===== src/rtl/adder_421_pkg.sv =====
// Shared types and helpers for the 4:2:1 adder feeder and its test environment.
package adder_421_pkg;

  typedef logic [1:0] slot_t;

  localparam int SLOTS   = 4;
  localparam int EXT_MAX = 64;

  // Extends the low in_width bits of data to EXT_MAX bits; callers truncate to their width.
  function automatic logic [EXT_MAX-1:0] ext_operand(input logic [EXT_MAX-1:0] data,
                                                     input logic               signed_mode,
                                                     input int                 in_width = 32);
    logic [EXT_MAX-1:0] res;
    logic               sign_bit;
    sign_bit = signed_mode & data[6'(in_width - 1)];
    res      = data;
    for (int i = 0; i < EXT_MAX; i++) begin
      if (i >= in_width) res[i] = sign_bit;
    end
    return res;
  endfunction

endpackage


===== src/rtl/adder_421_feeder_if.sv =====
// Operand stream in, four-operand group out. in_last exists only with ADDER_421_FEEDER_LAST_EN.
interface adder_421_feeder_if #(
  parameter int IN_WIDTH  = 32,
  parameter int OUT_WIDTH = IN_WIDTH + 2
);
  logic                 in_valid;
  logic                 in_ready;
  logic [IN_WIDTH-1:0]  in_data;
`ifdef ADDER_421_FEEDER_LAST_EN
  logic                 in_last;
`endif
  logic                 out_valid;
  logic                 out_ready;
  logic [OUT_WIDTH-1:0] A;
  logic [OUT_WIDTH-1:0] B;
  logic [OUT_WIDTH-1:0] C;
  logic [OUT_WIDTH-1:0] D;

  modport master (
    output in_valid, in_data, out_ready,
    input  in_ready, out_valid, A, B, C, D
`ifdef ADDER_421_FEEDER_LAST_EN
    , output in_last
`endif
  );

  modport slave (
    input  in_valid, in_data, out_ready,
    output in_ready, out_valid, A, B, C, D
`ifdef ADDER_421_FEEDER_LAST_EN
    , input in_last
`endif
  );
endinterface


===== src/rtl/adder_421_ext.sv =====
// Width extender: adds OUT_WIDTH-IN_WIDTH sign or zero bits at the MSB end.
// Latency: combinational, zero cycles.
// Backpressure: none, pure datapath.
module adder_421_ext #(
  parameter int IN_WIDTH  = 32,
  parameter int OUT_WIDTH = IN_WIDTH + 2,
  parameter int SIGNED    = 1
) (
  input  logic [IN_WIDTH-1:0]  data,
  output logic [OUT_WIDTH-1:0] ext
);

  generate
    if (OUT_WIDTH > IN_WIDTH) begin : g_ext
      localparam int PAD = OUT_WIDTH - IN_WIDTH;
      logic fill;
      assign fill = (SIGNED != 0) && data[IN_WIDTH-1];
      assign ext  = {{PAD{fill}}, data};
    end else begin : g_pass
      assign ext = data;
    end
  endgenerate

endmodule


===== src/rtl/adder_421_feeder.sv =====
// Packs four consecutive operands into registered A/B/C/D groups; ADDER_421_FEEDER_LAST_EN adds in_last early close.
// Latency: group appears the cycle after its last operand is accepted.
// Backpressure: in_ready drops only on a group-closing operand while the output group is still unaccepted.
module adder_421_feeder
  import adder_421_pkg::*;
#(
  parameter int IN_WIDTH  = 32,
  parameter int OUT_WIDTH = IN_WIDTH + 2,
  parameter int SIGNED    = 1
) (
  input logic              clk,
  input logic              reset,
  adder_421_feeder_if.slave bus
);

  localparam slot_t LAST_SLOT = slot_t'(SLOTS - 1);

  slot_t                cnt;
  logic                 out_valid_q;
  logic                 in_ready;
  logic                 close_grp;
  logic                 in_xfer;
  logic                 out_xfer;
  logic [OUT_WIDTH-1:0] ext_data;
  logic [OUT_WIDTH-1:0] stage_a, stage_b, stage_c;
  logic [OUT_WIDTH-1:0] out_a, out_b, out_c, out_d;
  logic [OUT_WIDTH-1:0] grp_a, grp_b, grp_c, grp_d;

  adder_421_ext #(
    .IN_WIDTH (IN_WIDTH),
    .OUT_WIDTH(OUT_WIDTH),
    .SIGNED   (SIGNED)
  ) u_ext (
    .data(bus.in_data),
    .ext (ext_data)
  );

`ifdef ADDER_421_FEEDER_LAST_EN
  assign close_grp = (cnt == LAST_SLOT) || bus.in_last;
`else
  assign close_grp = (cnt == LAST_SLOT);
`endif

  assign in_ready = !close_grp || !out_valid_q || bus.out_ready;
  assign in_xfer  = bus.in_valid && in_ready;
  assign out_xfer = out_valid_q && bus.out_ready;

  // Slots past the closing operand read as zero, which only matters for an early close.
  always_comb begin
    grp_a = (cnt == 2'd0) ? ext_data : stage_a;
    grp_b = (cnt == 2'd1) ? ext_data : ((cnt > 2'd1) ? stage_b : '0);
    grp_c = (cnt == 2'd2) ? ext_data : ((cnt == 2'd3) ? stage_c : '0);
    grp_d = (cnt == 2'd3) ? ext_data : '0;
  end

  always_ff @(posedge clk) begin
    if (reset) begin
      cnt         <= '0;
      out_valid_q <= 1'b0;
      stage_a     <= '0;
      stage_b     <= '0;
      stage_c     <= '0;
      out_a       <= '0;
      out_b       <= '0;
      out_c       <= '0;
      out_d       <= '0;
    end else begin
      if (in_xfer) begin
        if (close_grp) begin
          out_a <= grp_a;
          out_b <= grp_b;
          out_c <= grp_c;
          out_d <= grp_d;
          cnt   <= '0;
        end else begin
          case (cnt)
            2'd0:    stage_a <= ext_data;
            2'd1:    stage_b <= ext_data;
            default: stage_c <= ext_data;
          endcase
          cnt <= cnt + 1'b1;
        end
      end
      // A group completing in the same cycle as an output transfer keeps out_valid high.
      if (in_xfer && close_grp) begin
        out_valid_q <= 1'b1;
      end else if (out_xfer) begin
        out_valid_q <= 1'b0;
      end
    end
  end

  assign bus.in_ready  = in_ready;
  assign bus.out_valid = out_valid_q;
  assign bus.A         = out_a;
  assign bus.B         = out_b;
  assign bus.C         = out_c;
  assign bus.D         = out_d;

endmodule


===== src/flat_wrapper.sv =====
// flat-port wrapper written by rule: the top's interface ports become plain ports
module adder_421_feeder_flat import adder_421_pkg::*;
#(
  parameter int IN_WIDTH  = 32,
  parameter int OUT_WIDTH = IN_WIDTH + 2,
  parameter int SIGNED    = 1
)
  (clk, reset, bus_in_valid, bus_in_data, bus_out_ready, bus_in_ready, bus_out_valid, bus_A, bus_B, bus_C, bus_D);
  adder_421_feeder_if #(.IN_WIDTH(IN_WIDTH), .OUT_WIDTH(OUT_WIDTH)) bus_i ();
  input logic clk;
  input logic reset;
  input wire logic [$bits(bus_i.in_valid)-1:0] bus_in_valid;
  input wire logic [$bits(bus_i.in_data)-1:0] bus_in_data;
  input wire logic [$bits(bus_i.out_ready)-1:0] bus_out_ready;
  output wire logic [$bits(bus_i.in_ready)-1:0] bus_in_ready;
  output wire logic [$bits(bus_i.out_valid)-1:0] bus_out_valid;
  output wire logic [$bits(bus_i.A)-1:0] bus_A;
  output wire logic [$bits(bus_i.B)-1:0] bus_B;
  output wire logic [$bits(bus_i.C)-1:0] bus_C;
  output wire logic [$bits(bus_i.D)-1:0] bus_D;
  assign bus_i.in_valid = bus_in_valid;
  assign bus_i.in_data = bus_in_data;
  assign bus_i.out_ready = bus_out_ready;
  assign bus_in_ready = bus_i.in_ready;
  assign bus_out_valid = bus_i.out_valid;
  assign bus_A = bus_i.A;
  assign bus_B = bus_i.B;
  assign bus_C = bus_i.C;
  assign bus_D = bus_i.D;
  adder_421_feeder #(.IN_WIDTH(IN_WIDTH), .OUT_WIDTH(OUT_WIDTH), .SIGNED(SIGNED)) u_core (.clk(clk), .reset(reset), .bus(bus_i));
endmodule

===== config.mk =====
export PLATFORM = sky130hd
export DESIGN_NAME = adder_421_feeder_flat
export DESIGN_NICKNAME = d
export VERILOG_FILES = /design/src/rtl/adder_421_pkg.sv /design/src/rtl/adder_421_feeder_if.sv /design/src/rtl/adder_421_ext.sv /design/src/rtl/adder_421_feeder.sv /design/src/flat_wrapper.sv
export SDC_FILE = /design/constraint.sdc
export NUM_CORES = 1
export LEC_CHECK = 0
export ABC_AREA = 1
export CAP_MARGIN = 20
export CORE_MARGIN = 2
export CORE_UTILIZATION = 54
export CTS_CLUSTER_DIAMETER = 80
export DETAILED_ROUTE_END_ITERATION = 16
export PLACE_DENSITY_LB_ADDON = 0.05
export SYNTH_ARGS = -nofsm -noshare
export SYNTH_HDL_FRONTEND = slang
export SYNTH_SLANG_ARGS = --single-unit

===== constraint.sdc =====
create_clock -name clk -period 2.2 [get_ports clk]
set_clock_uncertainty 0.15 [all_clocks]
set_input_delay 0.33 -clock clk [delete_from_list [all_inputs] [get_ports clk]]
set_output_delay 0.33 -clock clk [all_outputs]
set_load 0.01 [all_outputs]

==> results.sh <==
export IMPL_status="finished clean"
export IMPL_mostFrequentLayoutCell="nand2_1"
export IMPL_min_path_type="input port to flop"
export IMPL_vias_per_cell=4.851
export IMPL_antenna_cells=0
export IMPL_clock_path_buffers=3
export IMPL_layout_common_cells="nand2_1, inv_1, nor2_1"
export IMPL_hold_ws_ps=149.4
export IMPL_wl_um=27560
export IMPL_synth_mux_area_share_pct=0
export IMPL_cts_buffers=25
export IMPL_grtUsageTotal_pct=26.20
export IMPL_grt_overflow=0
export IMPL_wl_per_cell_um=13.53
export IMPL_antenna_found_initial=0
export IMPL_grt_setup_unrepaired="false"
export IMPL_synth_compound_area_share_pct=10.80
export IMPL_multi_input_area_um2=4308
export IMPL_nFillCells=1722
export IMPL_synth_top_family_by_area="simple AND/OR/NAND/NOR gates"
export IMPL_grt_max_degree=97
export IMPL_synth_xor_xnor_area_share_pct=0
export IMPL_dpl_instance_area_um2=12460
export IMPL_crit_path_cell_trace="ha_4 -> nand3_2 -> dlygate4sd2_1"
export IMPL_p_total_mw=9.544
export IMPL_num_rows=51
export IMPL_cp_required_ps=1720
export IMPL_die_h_um=144.2
export IMPL_path_max_fanout=6
export IMPL_p_leak_nw=6.033
export IMPL_path_class="flop to output port"
export IMPL_clk_pin_slew_ps=60
export IMPL_fin_crit_sh_pct=95.93
export IMPL_p_per_area_nw_per_um2=719.7
export IMPL_yosysTopAreaCellShare_pct=43.57
export IMPL_slew_viol_final=0
export IMPL_htreeDepth=1
export IMPL_regToRegSetupSlack_ps=340
export IMPL_grt_pass1_vias=8815
export IMPL_fin_area_um2=13260
export IMPL_hold_depth=4
export IMPL_firstDrtPassIters=5
export IMPL_cap_viol_max_count=0
export IMPL_synth_fa_ha_area_share_pct=0.5895
export IMPL_synthDistinctLibCells=21
export IMPL_dieArea_um2=20790
export IMPL_r2r_cells=8
export IMPL_layout_drive_gt1_share_pct=4.684
export IMPL_core_area_um2=19400
export IMPL_hold_viol=0
export IMPL_yosysWarningCount=0
export IMPL_vias=9882
export IMPL_yosysSeqAreaShare_pct=43.57
export IMPL_syn2layout_area_growth_pct=24.95
export IMPL_ir_drop_mv=0.6042
export IMPL_clkLatencyLatePin_ps=520
export IMPL_startpoint_type="flop"
export IMPL_slowest_stage="dfxtp_2"
export IMPL_seq_area_um2=4627
export IMPL_syn_num_nets=1683
export IMPL_cts_tree="done"
export IMPL_ant_nets=0
export IMPL_yosys_top_cells_area="dfxtp_1, nand2_1, inv_1, nor2_1, o21ai_0"
export IMPL_cts_sinks=231
export IMPL_syn_area_um2=10610
export IMPL_final_nets=1798
export IMPL_chipWidth_um=144.2
export IMPL_grt_pass1_wl_um=44060
export IMPL_drtIter0Drc=557
export IMPL_crit_arrival_ps=1630
export IMPL_syn_inst=1642
export IMPL_io_pins=174
export IMPL_yosysTopAreaCell="dfxtp_1"
export IMPL_start_util_pct=54.71
export IMPL_remaining_drc_errors=0
export IMPL_avgSynthCellArea_um2=6.463
export IMPL_max_freq_mhz=473.8
export IMPL_worst_pin_slew_ps=495.1
export IMPL_root_buffer="clkbuf_16"
export IMPL_period_needed_ps=2110
export IMPL_relSlewSlack_pct=66.99
export IMPL_synth_seq_cells=231
export IMPL_hpwlAfterDp_um=17550
export IMPL_gp_congestion=0.7861
export IMPL_yosys_area_share_simple_pct=29.04
export IMPL_worstSetupEndpointType="output port"
export IMPL_postCtsSetupRepairBufs=0
export IMPL_fin_tns_setup_ps=0
export IMPL_max_stage_delay_ps=400
export IMPL_io_buffers=173
export IMPL_setup_viol=0
registers in the layout, summed over array words and instances, names as in the netlist:
| register | count |
|---|---|
| u_core.bus.A | 34 |
| u_core.bus.B | 32 |
| u_core.bus.C | 32 |
| u_core.bus.D | 32 |
| u_core.bus.out_valid | 1 |
| u_core.cnt | 2 |
| u_core.stage_a | 34 |
| u_core.stage_b | 32 |
| u_core.stage_c | 32 |
report_power, final:
part           switching (mW)  leakage, nW  internal (mW)  total, mW
Clock                    1.67        0.382           2.39       4.07
Combinational           0.685         3.78          0.397       1.08
Sequential             0.0636         1.87           4.33       4.40
Total                    2.42         6.03           7.12       9.54
stage by stage:
step           utilization [%]  instances  setup WS, ps
6_report                 68.36       2037         89.57
5_1_grt                  68.36       2037         41.75
4_1_cts                  68.36       2037         80.60
3_5_place_dp             64.22       1995         160.7
3_3_place_gp             64.22       1995         149.5
2_1_floorplan                -       1642         625.9
critical path, delay by kind of cell, from the launching register on:
family,cells,cell delay (ps)
simple gates,1,160
fa+ha+maj,1,230
buf+inv,1,320
flops,1,400
cell families after synthesis:
logic type,after synthesis
AND/OR/NAND/NOR,764
buffers and inverters,413
flip-flops,231
AO/OA/AOI/OAI,229
adder cells (fa/ha/maj),5
metal layers:
| metal | part of all wire, % | global-route usage [%] |
|---|---|---|
| met5 | 0 | 0 |
| met4 | 2.8 | 8.840 |
| met3 | 6.2 | 4.073 |
| met2 | 46 | 44.39 |
| met1 | 45 | 34.23 |
path summary, 6_finish.rpt:
kind | from | to
setup / recovery | u_core.cnt[1] | bus_in_ready
hold / removal | bus_in_valid | u_core.cnt[1]
setup reg to reg | u_core.cnt[1] | u_core.bus.B[19]
hold reg to reg | u_core.bus.D[11] | u_core.bus.D[11]
cell type report:
| class | count | share of cell area [%] |
|---|---|---|
| Clock buffer | 35 | 5.454 |
| Inverter | 299 | 8.483 |
| Multi-Input combinational cell | 998 | 32.49 |
| Clock inverter | 7 | 0.5095 |
| Timing Repair Buffer | 202 | 15.67 |
| Tap cell | 265 | 2.500 |
| Sequential cell | 231 | 34.89 |
cell usage after synthesis:
cell type,number
nand2_1,456
inv_1,296
nor2_1,237
dfxtp_1,231
o21ai_0,127
a21oi_1,64
nand4_1,64
buf_2,55
o21ai_1,38
clkbuf_1,35
buf_4,15
buf_1,6
ha_1,5
buf_6,3
inv_2,3
nand3_2,2
nand2_2,1
nand2_4,1
nand3_1,1
nand3_4,1
nor2_8,1
what timing repair did:
item	in CTS	in global routing
endpoints found under the hold margin	0	0
hold buffers	0	0
endpoints found under the setup margin	1	0
gates resized for setup	4	0
Note: power is estimated with default switching activity, not from simulation.
